### src/rtl/data_memory_arbiter.sv
// Two-port round-robin arbiter in front of a single-ported data memory.
// Each access takes two cycles: ISSUE drives the memory, DONE acks the port.
module data_memory_arbiter #(
  parameter int MEM_AWIDTH = 16,
  parameter bit P0_FIRST   = 1'b1
) (
  input  logic        clock,
  input  logic        reset,
  input  logic        p0_req,
  input  logic        p0_we,
  input  logic [31:0] p0_addr,
  input  logic [31:0] p0_wdata,
  input  logic        p1_req,
  input  logic        p1_we,
  input  logic [31:0] p1_addr,
  input  logic [31:0] p1_wdata,
  output logic        p0_ack,
  output logic        p0_err,
  output logic [31:0] p0_rdata,
  output logic        p1_ack,
  output logic        p1_err,
  output logic [31:0] p1_rdata,
  output logic        mem_write,
  output logic        mem_read,
  output logic [31:0] mem_addr,
  output logic [31:0] mem_in,
  input  logic [31:0] mem_out,
  output logic        busy
);

  localparam logic [1:0] IDLE  = 2'd0;
  localparam logic [1:0] ISSUE = 2'd1;
  localparam logic [1:0] DONE  = 2'd2;

  localparam logic [31:0] LO_MASK =
    (MEM_AWIDTH >= 32) ? 32'hffff_ffff
                       : ((32'd1 << MEM_AWIDTH) - 32'd1);

  typedef struct packed {
    logic        we;
    logic        oor;
    logic [31:0] addr;
    logic [31:0] wdata;
  } req_t;

  logic [1:0]  state;
  logic [1:0]  state_n;
  logic        served;
  logic        served_n;
  logic        last;
  logic        load;
  logic        pick;
  logic        other_req;
  req_t        cur;
  req_t        sel;
  logic [31:0] rdata0_q;
  logic [31:0] rdata1_q;
  logic [31:0] rd_val;
  logic        in_issue;
  logic        in_done;

  // served / last: 0 = port 0, 1 = port 1
  assign pick      = (p0_req && p1_req) ? ~last : p1_req;
  assign other_req = served ? p0_req : p1_req;

  always_comb begin
    state_n  = state;
    served_n = served;
    load     = 1'b0;
    unique case (state)
      IDLE: begin
        if (p0_req || p1_req) begin
          state_n  = ISSUE;
          served_n = pick;
          load     = 1'b1;
        end
      end
      ISSUE: state_n = DONE;
      DONE: begin
        if (other_req) begin
          state_n  = ISSUE;
          served_n = ~served;
          load     = 1'b1;
        end else begin
          state_n = IDLE;
        end
      end
      default: state_n = IDLE;
    endcase
  end

  always_comb begin
    sel       = '0;
    sel.we    = served_n ? p1_we    : p0_we;
    sel.addr  = served_n ? p1_addr  : p0_addr;
    sel.wdata = served_n ? p1_wdata : p0_wdata;
    sel.oor   = |(sel.addr & ~LO_MASK);
  end

  assign in_issue = (state == ISSUE);
  assign in_done  = (state == DONE);
  assign rd_val   = cur.oor ? 32'd0 : mem_out;

  always_ff @(posedge clock) begin
    if (reset) begin
      state    <= IDLE;
      served   <= 1'b0;
      last     <= P0_FIRST;
      cur      <= '0;
      rdata0_q <= '0;
      rdata1_q <= '0;
    end else begin
      state  <= state_n;
      served <= served_n;
      if (load) begin
        cur <= sel;
      end
      if (in_done) begin
        last <= served;
        if (!cur.we) begin
          if (served) begin
            rdata1_q <= rd_val;
          end else begin
            rdata0_q <= rd_val;
          end
        end
      end
    end
  end

  assign busy = (state != IDLE);

  assign p0_ack = in_done && !served;
  assign p1_ack = in_done && served;
  assign p0_err = p0_ack && cur.oor;
  assign p1_err = p1_ack && cur.oor;

  // read data is visible in the ack cycle, then held in the register
  assign p0_rdata = (p0_ack && !cur.we) ? rd_val : rdata0_q;
  assign p1_rdata = (p1_ack && !cur.we) ? rd_val : rdata1_q;

  assign mem_write = in_issue && cur.we && !cur.oor;
  assign mem_read  = in_issue && !cur.we && !cur.oor;
  assign mem_addr  = (in_issue && !cur.oor) ? cur.addr : 32'd0;
  assign mem_in    = mem_write ? cur.wdata : 32'd0;

endmodule
### config.mk
export PLATFORM = sky130hd
export DESIGN_NAME = data_memory_arbiter
export DESIGN_NICKNAME = d
export VERILOG_FILES = /design/src/rtl/data_memory_arbiter.sv
export SDC_FILE = /design/constraint.sdc
export NUM_CORES = 1
export LEC_CHECK = 0
export ABC_AREA = 1
export CAP_MARGIN = 40
export CORE_MARGIN = 2
export CORE_UTILIZATION = 37
export CTS_CLUSTER_SIZE = 20
export DETAILED_ROUTE_END_ITERATION = 16
export GPL_TIMING_DRIVEN = 0
export PLACE_DENSITY = 0.88
export SKIP_LAST_GASP = 1
export SYNTH_ARGS = -nofsm -noshare
export SYNTH_HDL_FRONTEND = slang
export SYNTH_SLANG_ARGS = --single-unit
export TNS_END_PERCENT = 1
### constraint.sdc
create_clock -name clock -period 1.4 [get_ports clock]
set_input_delay 0.28 -clock clock [delete_from_list [all_inputs] [get_ports clock]]
set_output_delay 0.28 -clock clock [all_outputs]
set_load 0.01 [all_outputs]
# After elaboration in Yosys (flattened, before gate mapping)
# Cells that the tools add are included.
totals:
  elab_cells: 55
  out_inout_bits: 135
  reg_bits: 134
op_classes:
  muxes: 19
  n_eq_ne: 3
  bitwise_logic: 3
  n_reduce_logical: 21
op_table:
  columns: ["cell", "count"]
  rows:
  - ["two-way mux 32 bit", 7]
  - ["OR reduction 16 bit", 1]
  - ["logical AND 1 bit", 12]
  - ["two-way mux 1 bit", 8]
  - ["one-hot mux 2 bit (3 select lines)", 1]
  - ["AND reduction 3 bit", 2]
  - ["one-hot mux 1 bit (2 select lines)", 2]
  - ["logical NOT 1 bit", 3]
  - ["NOT 1 bit", 3]
  - ["equality test 2 x 1 -> 1 bit, second input constant", 1]
  - ["equality test 2 bit, second input constant", 1]
  - ["logical NOT 2 bit", 1]
  - ["two-way mux 2 bit", 1]
  - ["!= test 2 bit, second input constant", 1]
  - ["nonzero test 2 bit", 1]
  - ["logical OR 1 bit", 1]

# Logic depth before layout (Yosys ltp)
logic_depth:
  word_depth: 6
  ltp_mapped: 13

# Least setup slack after synthesis
# Ideal clock, no wire load.
synth_timing:
  path_type: "register to output"
  from: "reg state[0]"
  to: "out p1_rdata[10]"
  stages_incl_launch_ff: 8
  t_required_ns: 1.120
  slack_ns: -0.315
  arrival_ns: 1.435
  cell_sequence: "dfxtp_1 nor2_2 inv_1 nor2_1 nand2_2 clkbuf_1 o21ai_0 inv_1"
synth_between:
  elab_chain_len: 4
synth_lines:
  columns: ["item", "line", "text"]
  rows:
  - ["start, declared", "46", "logic [1:0] state;"]
  - ["start signal, assigned", "113", "state <= state_n;"]
  - ["equality test 2 bit", "101", "assign in_done = (state == DONE);"]
  - ["logical AND 1 bit", "134", "assign p1_ack = in_done && served;"]
  - ["net p1_ack", "20", "output logic p1_ack,"]
  - ["logical AND 1 bit", "140", "assign p1_rdata = (p1_ack && !cur.we) ? rd_val : rdata1_q;"]
  - ["two-way mux 32 bit", "140", null]
  - ["end, declared", "22", "output logic [31:0] p1_rdata,"]
# The timed path passes the listed nets, and every way through them passes these cells.

# Worst setup path in the final report
layout_timing:
  from: "reg state[0]"
  to: "out p1_rdata[12]"
layout_between:
  elab_chain_len: 4
layout_lines:
  columns: ["item", "line"]
  rows:
  - ["equality test 2 bit", "101"]
  - ["logical AND 1 bit", "134"]
  - ["logical AND 1 bit", "140"]
  - ["two-way mux 32 bit", "140"]
# Every way passes these cells.

==> out/summary.txt <==
Layout area overhead: 75.4%
min-delay src: reset
Max Slew Vio Count: 0
Setup WS post-layout: -864 ps
num rows: 47
part of the Yosys area used for sequential elements: 42.4%
Critical Path AT: 1980 ps
layout cells sized above 1: 22.2%
outcome: finished with violations
fmax: 0.442 GHz
Setup WS pre-CTS: -932 ps
Post-DP HPWL: 16800 µm
Clk Latency, worst-skew pair: 430 ps
Synth area leaders: dfxtp_1, inv_1, nor2_1, o21ai_0, nand2_1
Core Region: 16600 µm²
failing checks: setup timing
io pins: 301
starting DRC count in detailed routing: 576
max-cap violation count: 0
part of the power in combinational logic: 26.4%
post-synthesis cell type count: 21
min cycle time layout: 2260 ps
die area: 18100 µm²
largest net degree at the start of global routing: 17
cell internal pwr: 8480 µW
RePlAce Congestion: 0.963
n_diodes: 0
crit-path cells: nor2_4 -> inv_4 -> nor2_4 -> nand2_4 -> buf_6 -> buf_4 -> nand2_1 -> o21ai_4 -> inv_1 -> buf_2
NumNets Final: 1539
Multi-input gate area: 2890 µm²
pwr dens: 1100 nW/µm²
Worst-path clk slew: 60 ps
Synth area leader: dfxtp_1
CP max-delay cell: dfxtp_4
GRT Overall Usage: 27.5%
post-route ant nets: 0
clk sinks: 134
setup TNS: -136970 ps
Via density: 4.85
RSZ-0062 raised after global routing: true
CP Max Fanout: 7
maximum vdd drop: 875 µV
CTS HTree Levels: 4
CP Launch Type: register
slowest stage delay, CP: 360 ps
Root Driver: clkbuf_16
DR WL/cell: 16.1 µm
period utilisation layout: 162%
# port buffers: 299
Slew headroom: 59.0%
worst hold slack: 469 ps
Initial Util: 38.0%
detailed-router iteration count before antenna repair: 5
Slew @ Worst Pin: 614 ps
Fin. Hold Viols: 0
antenna violations before repair: 0
Cells after Synth: 1000
synthesized area: 6320 µm²
Synth top area share: 42.4%
synth warn: 0
first-pass GRT wire length: 39300 µm
final WL: 25800 µm
Setup crit end kind: primary output
cts bufs inserted: 17
fin cells: 1606
Setup violations, final: 244
total power: 12200 µW
Yosys reg bits: 134
CP Launch Point: state[0]
P_leak: 0.00587 µW
vias: 7786
register area: 2690 µm²
Post-Syn Nets: 1166
grt ovf: 0
maximum clock insertion buffer count: 2
Die Y: 135 µm
Residual DRC: 0
FILL cells: 1313
placed cells: 1519
Crit path top cell by count: nor2_4
Hold WC Path Type: input pin to register
vias in the first global route: 7730
Setup Crit Path Kind: register to primary output
Die W: 135 µm
Avg Inst Size Synth: 6.32 µm²
CTS tree: done
clock network power share: 38.2%
Net Sw Power: 3700 µW
Critical R2R Launch: cur[65]
clk_skew: 10.1 ps
Worst EP required: 1120 ps
sequential power share: 35.4%
switch share: 30.4%
==> sequential cells by signal (all words and copies together), names as in the netlist <==
name / cells
cur: 66
rdata0_q: 32
rdata1_q: 32
state: 2
last: 1
served: 1
==> timing repair <==
action	in CTS	in global routing
gates cloned	9	0
buffers inserted	42	4
gates resized for setup	499	22
endpoints found under the setup margin	267	267
hold buffers	0	0
pin swaps	10	8
==> logic make-up after synthesis <==
logic type             Yosys count  synth area share [%]
AO/OA/AOI/OAI                  183                  15.8
buffers and inverters          316                  19.3
flip-flops                     134                  42.4
AND/OR/NAND/NOR                367                  22.4
==> final timing paths <==
kind	to	slack [ps]	depth (start not counted)
setup / recovery	p1_rdata[12]	-860	10
hold / removal	cur[64]	470	4
setup reg to reg	rdata0_q[4]	-810	14
hold reg to reg	cur[39]	480	2
==> power by group through the flow <==
stage               clock network, µW  registers, µW  logic [µW]
detailed placement                  0           4380        2860
global route                     4850           4340        3510
CTS                              4670           4310        3110
floorplan                           0           4350        1540
global placement                    0           4370        2800
finish                           4660           4310        3210
==> per-layer routing <==
metal	global-route usage, %	vias up	wire length [µm]	share of wire, %
li1	-	3743	-	-
met1	32.2	3622	10200	40
met2	48.5	346	12900	50
met3	5.52	75	1590	6.2
met4	12.4	0	1020	4.0
met5	0	-	0	0
==> through the flow <==
step                      instance area (µm²)  util (%)
after floorplan                          6480         -
after global placement                   9750      58.6
after detailed placement                 9750      58.6
after CTS                               11000      66.3
after global routing                    11100      66.6
final                                   11100      66.6
==> critical path, delay by kind of cell, from the launching register on <==
kind | cells | cell delay [ps]
and+or+nand+nor | 4 | 540
DFF | 1 | 360
AOI/OAI and AO/OA | 1 | 90
buffers and inverters | 5 | 560
==> cell usage in the layout (no fill, tap or decap), types with 5 or more instances in the layout <==
master           count
o21ai_1             21
nand4_1             10
buf_6               13
o22ai_1             59
o21ai_2             27
clkdlybuf4s50_1    167
clkbuf_1            18
clkdlybuf4s15_1     21
buf_4               44
nand2_1            143
dfxtp_1            130
clkinv_2             5
dlygate4sd2_1       34
clkbuf_8             9
clkbuf_16           27
nor2_1             161
nor2_4               7
buf_2               76
inv_2                6
o21ai_0             56
clkbuf_2             6
nor2_2              29
clkdlybuf4s15_2      7
o21ai_4             16
nand2_2              9
inv_1              248
nand2_4              5
==> synthesized netlist by cell type <==
cell type	n
nand4_1	10
o21ai_0	120
a21oi_1	1
nand3_2	1
nand2_2	1
nand3_1	3
buf_2	19
inv_2	3
nor2_2	1
nand2_1	154
clkinv_1	3
buf_4	3
nor3_1	1
a211o_1	1
inv_1	254
o211ai_1	2
buf_1	2
nor2_1	196
o22ai_1	59
clkbuf_1	32
dfxtp_1	134
==> final cells by class <==
| class | instances | area share, % |
|---|---|---|
| Timing Repair Buffer | 352 | 28.1 |
| Multi-Input combinational cell | 552 | 26.0 |
| Sequential cell | 134 | 24.3 |
| Inverter | 260 | 9.04 |
| Buffer | 56 | 4.64 |
| Clock buffer | 20 | 4.12 |
| Tap cell | 220 | 2.48 |
| Clock inverter | 12 | 1.37 |
(Power assumes the default switching activity.)
